`config.mk`:
```
export PLATFORM = sky130hd
export DESIGN_NAME = reset_sequencer
export DESIGN_NICKNAME = d
export VERILOG_FILES = /design/src/rtl/reset_sequencer.sv
export SDC_FILE = /design/constraint.sdc
export NUM_CORES = 1
export LEC_CHECK = 0
export BUFFER_PORTS_ARGS = -buffer_cell sky130_fd_sc_hd__buf_2
export CAP_MARGIN = 0
export CORE_MARGIN = 4
export CORE_UTILIZATION = 30
export CTS_CLUSTER_SIZE = 10
export DETAILED_ROUTE_END_ITERATION = 10
export PLACE_DENSITY_LB_ADDON = 0.25
export SETUP_SLACK_MARGIN = 0.02
export SYNTH_ARGS = -nofsm -noshare
export SYNTH_HDL_FRONTEND = slang
export SYNTH_SLANG_ARGS = --single-unit
```
`constraint.sdc`:
```
create_clock -name clk -period 3.8 [get_ports clk]
set_clock_uncertainty 0.1 [all_clocks]
set_input_delay 1.14 -clock clk [delete_from_list [all_inputs] [get_ports clk]]
set_output_delay 1.14 -clock clk [all_outputs]
set_load 0.01 [all_outputs]
```
`src/rtl/reset_sequencer.sv`:
```
`default_nettype none
// ----------------------------------------------------------------------------
// reset_sequencer : releases three reset domains in order 0,1,2, waiting for
//                   each stage's ready ack, with ack timeout and soft reset
// Revision        : 1.0
// ----------------------------------------------------------------------------
module reset_sequencer #(
  parameter int HOLD_CYCLES = 4,
  parameter int STAGE_GAP   = 8,
  parameter int ACK_TIMEOUT = 255
) (
  input  logic       clk,
  input  logic       rst_n,
  input  logic       sw_rst_req,
  input  logic [2:0] stage_ready,
  output logic [2:0] rst_out_n,
  output logic       seq_done,
  output logic       seq_err,
  output logic [1:0] err_stage
);

  localparam logic [7:0] HOLD_LAST = 8'(HOLD_CYCLES - 1);
  localparam logic [7:0] GAP_LAST  = 8'(STAGE_GAP - 1);
  localparam logic [7:0] ACK_LAST  = 8'(ACK_TIMEOUT);

  typedef enum logic [2:0] {
    S_HOLD     = 3'd0,
    S_WAIT_ACK = 3'd1,
    S_GAP      = 3'd2,
    S_DONE     = 3'd3,
    S_ERR      = 3'd4
  } state_t;

  logic [1:0] sync_q;
  logic       rst_sync_n;

  state_t     state_q,     state_d;
  logic [7:0] cnt_q,       cnt_d;
  logic [1:0] idx_q,       idx_d;
  logic [2:0] rst_out_q,   rst_out_d;
  logic       done_q,      done_d;
  logic       err_q,       err_d;
  logic [1:0] err_stage_q, err_stage_d;

  assign rst_sync_n = sync_q[1];

  always_comb begin
    state_d     = state_q;
    cnt_d       = cnt_q;
    idx_d       = idx_q;
    rst_out_d   = rst_out_q;
    done_d      = done_q;
    err_d       = err_q;
    err_stage_d = err_stage_q;

    // Soft reset shares the cleared state with the unsynchronized-reset window
    if (!rst_sync_n || sw_rst_req) begin
      state_d     = S_HOLD;
      cnt_d       = 8'd0;
      idx_d       = 2'd0;
      rst_out_d   = 3'b000;
      done_d      = 1'b0;
      err_d       = 1'b0;
      err_stage_d = 2'd0;
    end else begin
      case (state_q)
        S_HOLD: begin
          if (cnt_q == HOLD_LAST) begin
            rst_out_d[0] = 1'b1;
            idx_d        = 2'd0;
            cnt_d        = 8'd0;
            state_d      = S_WAIT_ACK;
          end else begin
            cnt_d = cnt_q + 8'd1;
          end
        end
        S_WAIT_ACK: begin
          // A ready arriving on the timeout cycle still counts as an ack
          if (stage_ready[idx_q]) begin
            cnt_d = 8'd0;
            if (idx_q == 2'd2) begin
              state_d = S_DONE;
              done_d  = 1'b1;
            end else begin
              state_d = S_GAP;
            end
          end else if (cnt_q == ACK_LAST) begin
            state_d     = S_ERR;
            err_d       = 1'b1;
            err_stage_d = idx_q;
          end else begin
            cnt_d = cnt_q + 8'd1;
          end
        end
        S_GAP: begin
          if (cnt_q == GAP_LAST) begin
            rst_out_d[idx_q + 2'd1] = 1'b1;
            idx_d                   = idx_q + 2'd1;
            cnt_d                   = 8'd0;
            state_d                 = S_WAIT_ACK;
          end else begin
            cnt_d = cnt_q + 8'd1;
          end
        end
        S_DONE, S_ERR: begin
        end
        default: begin
          state_d = S_HOLD;
        end
      endcase
    end
  end

  always_ff @(posedge clk or negedge rst_n) begin
    if (!rst_n) begin
      sync_q      <= 2'b00;
      state_q     <= S_HOLD;
      cnt_q       <= 8'd0;
      idx_q       <= 2'd0;
      rst_out_q   <= 3'b000;
      done_q      <= 1'b0;
      err_q       <= 1'b0;
      err_stage_q <= 2'd0;
    end else begin
      sync_q      <= {sync_q[0], 1'b1};
      state_q     <= state_d;
      cnt_q       <= cnt_d;
      idx_q       <= idx_d;
      rst_out_q   <= rst_out_d;
      done_q      <= done_d;
      err_q       <= err_d;
      err_stage_q <= err_stage_d;
    end
  end

  assign rst_out_n = rst_out_q;
  assign seq_done  = done_q;
  assign seq_err   = err_q;
  assign err_stage = err_stage_q;

endmodule
`default_nettype wire

```
== Word-level counts from Yosys, hierarchy flattened ==
Index checks and enable logic that the tools add are counted.
Operators by class
  $add $sub $neg: 2
  $lt $le $gt $ge: 3
  equality and inequality tests: 14
  multiplexer cells: 38
  bitwise operators: 1
  reduce and logical (&&, ||, !) cells: 19
Operators by type and width (count)
  $mux 8: 5
  $pmux 8 s3: 1
  $mux 3: 7
  $mux 2: 8
  $mux 1: 12
  $pmux 3 s4: 1
  $reduce_bool 2->1: 6
  $reduce_and 3->1: 3
  $add 8x1->8 const B: 1
  $eq 8x2->1 const B: 1
  $eq 8x3->1 const B: 1
  $eq 8x8->1 const B: 1
  $ne 4x4->1 const B: 2
  $eq 3x2->1 const B: 2
  $lt 2x3->1 const B: 2
  $ne 3x3->1 const B: 2
  $ne 2x2->1 const B: 2
  $pmux 2 s2: 1
  $reduce_and 2->1: 2
  $reduce_and 4->1: 1
  $reduce_bool 4->1: 1
  $eq 3x1->1 const B: 1
  $eq 3x3->1 const B: 1
  $logic_not 3->1: 1
  other kinds (12): 12
Storage, ports and cells
  register bits after elaboration: 22
  input bits: 6
  output and inout bits: 7
  logic and storage cells: 86

== Longest topological paths before layout ==
  depth after elaboration: 9
  gate-level depth with buffers: 7

== Worst setup path before layout ==
OpenSTA, ideal clock, no wires.
  path type: input -> register
  start: in stage_ready[1]
  end: reg cnt_q[3]
  library setup time: 110 ps
  arrival time: 2323 ps
  slack: 1266 ps
  stages: 6
  path buffers: 1
  path through: mux2i_1 o21a_1 o211ai_2 or2_1 buf_2 o41ai_1
Between the ends
  longest elaborated chain between the ends: 5
  elaborated cells on any way between the ends: 7
Ends and longest elaborated chain
  start, declared: RTL line 15  | input logic [2:0] stage_ready,
  $bmux 1 s2 (*): RTL line 79  | if (stage_ready[idx_q]) begin
  $mux 1 (not written as such) (*): RTL line 79
  $mux 8: RTL line 79
  $pmux 8 s3: RTL line 66  | case (state_q)
  $mux 8: RTL line 57  | if (!rst_sync_n || sw_rst_req) begin
  end signal, assigned: RTL line 127  | cnt_q <= cnt_d;
  end, declared: RTL line 38  | logic [7:0] cnt_q, cnt_d;
Every way passes the cells marked *; elsewhere a longest branch is shown, timed or not. The select of a mux whose other input is x is not followed.
A chain may end at the register's enable or synchronous reset.

== Worst setup path after layout ==
  start: in sw_rst_req
  end: reg cnt_q[2]
Between the ends
  longest elaborated chain between the ends: 3
  elaborated cells on any way between the ends: 5
Ends and longest elaborated chain
  start, declared: RTL line 14  | input logic sw_rst_req,
  $logic_or 1x1->1 (*): RTL line 57
  $ne 4x4->1 (no line) / $reduce_bool 4->1 (equally long branches)
  $reduce_and 2->1 (no line)
Every way passes the cells marked *; elsewhere a longest branch is shown, timed or not.

==> out/results.txt <==
Run status - complete, no violations
Arr. time, crit path - 2.75 ns
# diodes - 0
Headroom to the max-slew limit - 0.4565
Share of cells above drive strength 1 - 0.1844
1st-iter DRT viols - 32
Hold Path Cell Cnt - 0
Worst-path fanout max - 14
Vias per cell - 5.052
Mean Syn Cell Area - 9.651 um2
DRC - 0
Power share of the sequential group - 0.494
Clock Latency Late Sink - 0.27 ns
DP HPWL - 1897 um
Total setup buffers inserted after CTS - 0
Wire per inst - 13.45 um
Post-route setup slack - 1.116 ns
DRT Pass-1 Iters - 4
Crit path time final - 2.684 ns
CP max-delay cell - or4_4
H-tree depth - 1
Async S/R FF share, synth - 1.000
Antenna Violating Nets Remaining - 0
Psw - 98.30 uW
Layout net count - 154
Sequential area share after synthesis - 0.4422
CTS Buf Count - 3
Endpoint, Worst Hold - sync_q[1]$_DFF_PN0_
Fin. Hold Viols - 0
Most common cell after layout, fill and taps aside - dfrtp_1
TNS Setup - 0 ns
Vias in the first global route - 944
Hold_ws - 0.2588 ns
Slew @ Worst Pin - 0.8090 ns
Max Slew Vio Count - 0
Worst EP required - 3.86 ns
Die area - 5245 um2
Initial Utilization - 0.3112
Yosys warns - 0
Final std cells w/o fill - 191
Critical path endpoint category - flip-flop
Worst hold-check path type - flip-flop to flip-flop
Largest net degree at the start of global routing - 23
GR Overflow Total - 0
Finished Core Util - 0.3535
Post-synth EDFFs - 0
Int Pwr - 383.2 uW
RSZ-0062 raised after global routing - false
Worst Reg-to-Reg Cells - 5
Final GP Congestion - 0.8049
FF-to-FF setup slack - 1.38 ns
CP startpoint kind - primary input
All-Layer GR Usage - 0.1093
Fmax - 0.3725 GHz
Layout area overhead - 13.57%
Final worst-path cycle share - 0.7064
Cell row count - 23
CTS clk-pin slew, worst paths - 0.08 ns
Pre-CTS setup slack - 0.8261 ns
Max_cap viols - 0
Placement Cell Area - 1343 um2
Die Height - 72.42 um
Design area - 1414 um2
Number of I/O pins - 13
Clock Power Share - 0.465
Port bufs - 12
Clock sink total - 22
# resized after CTS - 0
CTS tree - done
Syn Nets - 141
Leakage - 0.5921 nW
WL final - 2569 um
Seq cells post-synth - 22
Yosys cell types - 42
Via count - 965
Syn Inst Count - 129
Clk Tree Root Cell - clkbuf_8
Post-CTS Hold Buffers - 0
R2r endpoint - cnt_q[7]$_DFFE_PN0P_
Switching Fraction - 0.2041
Crit path cell chain - buf_2 > nand2b_1 > or4_4 > o21bai_4 > nor4b_1 > a21o_1
Comb power frac - 0.042
Commonest non-fill, non-tap cells in the layout - dfrtp_1, nor2_1, buf_2
Die W - 72.42 um
Worst vdd ir - 0.0001845 V
Crit Path Category - primary input to flip-flop
Fill cells - 389
Core area - 4000 um2
Total power - 481.5 uW
Post-synth top flop - dfrtp_1
Global-route wire length before repair - 4429 um
Initial antenna violation count - 0
Min-delay src - sync_q[0]$_DFF_PN0_
# setup viols final - 0
Max stage delay on crit path - 0.66 ns
Cell Area, Synth - 1245 um2
Placed insts - 187
Clock Path Buffers - 2
Pwr per Cell Area - 340.6 nW/um2
R2r startpoint - cnt_q[4]$_DFFE_PN0P_
==> critical path, delay by kind of cell <==
family	cells	cell delay [ns]
buffers and inverters	1	0.10
AO/OA/AOI/OAI	2	0.39
AND/OR/NAND/NOR	3	1.11
==> cells in the mapped netlist, types with 2 or more instances <==
| cell type | count | area share |
|---|---|---|
| nor2b_1 | 2 | 0.010 |
| o21ai_0 | 6 | 0.024 |
| inv_1 | 6 | 0.018 |
| nor2_1 | 16 | 0.048 |
| dfrtp_1 | 22 | 0.44 |
| o41ai_1 | 2 | 0.014 |
| or2_2 | 3 | 0.015 |
| ha_1 | 6 | 0.060 |
| nand2_1 | 10 | 0.030 |
| mux2i_1 | 5 | 0.040 |
| nand2b_1 | 2 | 0.010 |
| a21oi_1 | 8 | 0.032 |
| nor3_1 | 5 | 0.020 |
| nand3_1 | 5 | 0.020 |
| o32a_1 | 2 | 0.016 |
| nand3b_1 | 3 | 0.018 |
==> logic make-up (layout without fill, tap and decap cells) <==
kind of cell | Yosys count | after routing | synth area share
AO/OA/AOI/OAI | 30 | 30 | 0.1819
flip-flops | 22 | 22 | 0.4422
adder cells (fa/ha/maj) | 6 | 6 | 0.06030
buffers and inverters | 10 | 22 | 0.03818
XOR/XNOR | 1 | 1 | 0.007036
multiplexers | 6 | 6 | 0.04925
other | 1 | 1 | 0.003012
AND/OR/NAND/NOR | 53 | 53 | 0.2181
==> worst max path at each step <==
| stage | startpoint | end | slack (ns) | cells past startpoint |
|---|---|---|---|---|
| finish | sw_rst_req | cnt_q[2]$_DFFE_PN0P_ | 1.12 | 6 |
| global route | sw_rst_req | cnt_q[2]$_DFFE_PN0P_ | 1.02 | 6 |
| CTS | sw_rst_req | cnt_q[2]$_DFFE_PN0P_ | 1.11 | 6 |
| detailed placement | sw_rst_req | cnt_q[2]$_DFFE_PN0P_ | 0.83 | 6 |
| global placement | sw_rst_req | cnt_q[2]$_DFFE_PN0P_ | 0.87 | 6 |
| floorplan | stage_ready[1] | cnt_q[3]$_DFFE_PN0P_ | 1.27 | 6 |
==> power groups by stage <==
stage                     Clock, mW  Combinational [mW]  Sequential [mW]
after floorplan                   0              0.0112            0.242
after global placement            0              0.0205            0.242
after global routing          0.236              0.0234            0.238
after CTS                     0.229              0.0208            0.238
after detailed placement          0              0.0209            0.242
final                         0.224              0.0200            0.238
==> state kept, by name, indices dropped and copies added (netlist names) <==
signal / count
cnt_q: 8
rst_out_n: 3
state_q: 3
err_stage: 2
idx_q: 2
sync_q: 2
seq_done: 1
seq_err: 1
==> per-layer routing <==
metal / routed length, um / share of wire / global-route usage / vias to the layer above
met1: 1103 / 0.43 / 0.1346 / 459
met5: 0 / 0 / 0 / -
met4: 47 / 0.018 / 0.05533 / 0
met2: 1328 / 0.52 / 0.1780 / 19
li1: - / - / - / 481
met3: 90 / 0.035 / 0.02632 / 6
==> layout make-up <==
type	instances	area, um2	area share
clock inverters	1	30.03	0.02124
clock buffers	3	41.29	0.02920
flip-flops and latches	22	550.5	0.3894
inverters	6	22.52	0.01593
well taps	50	62.56	0.04425
repair buffers	12	60.06	0.04248
multi-input cells	97	646.9	0.4575
Note: power is estimated with default switching activity, not from simulation.
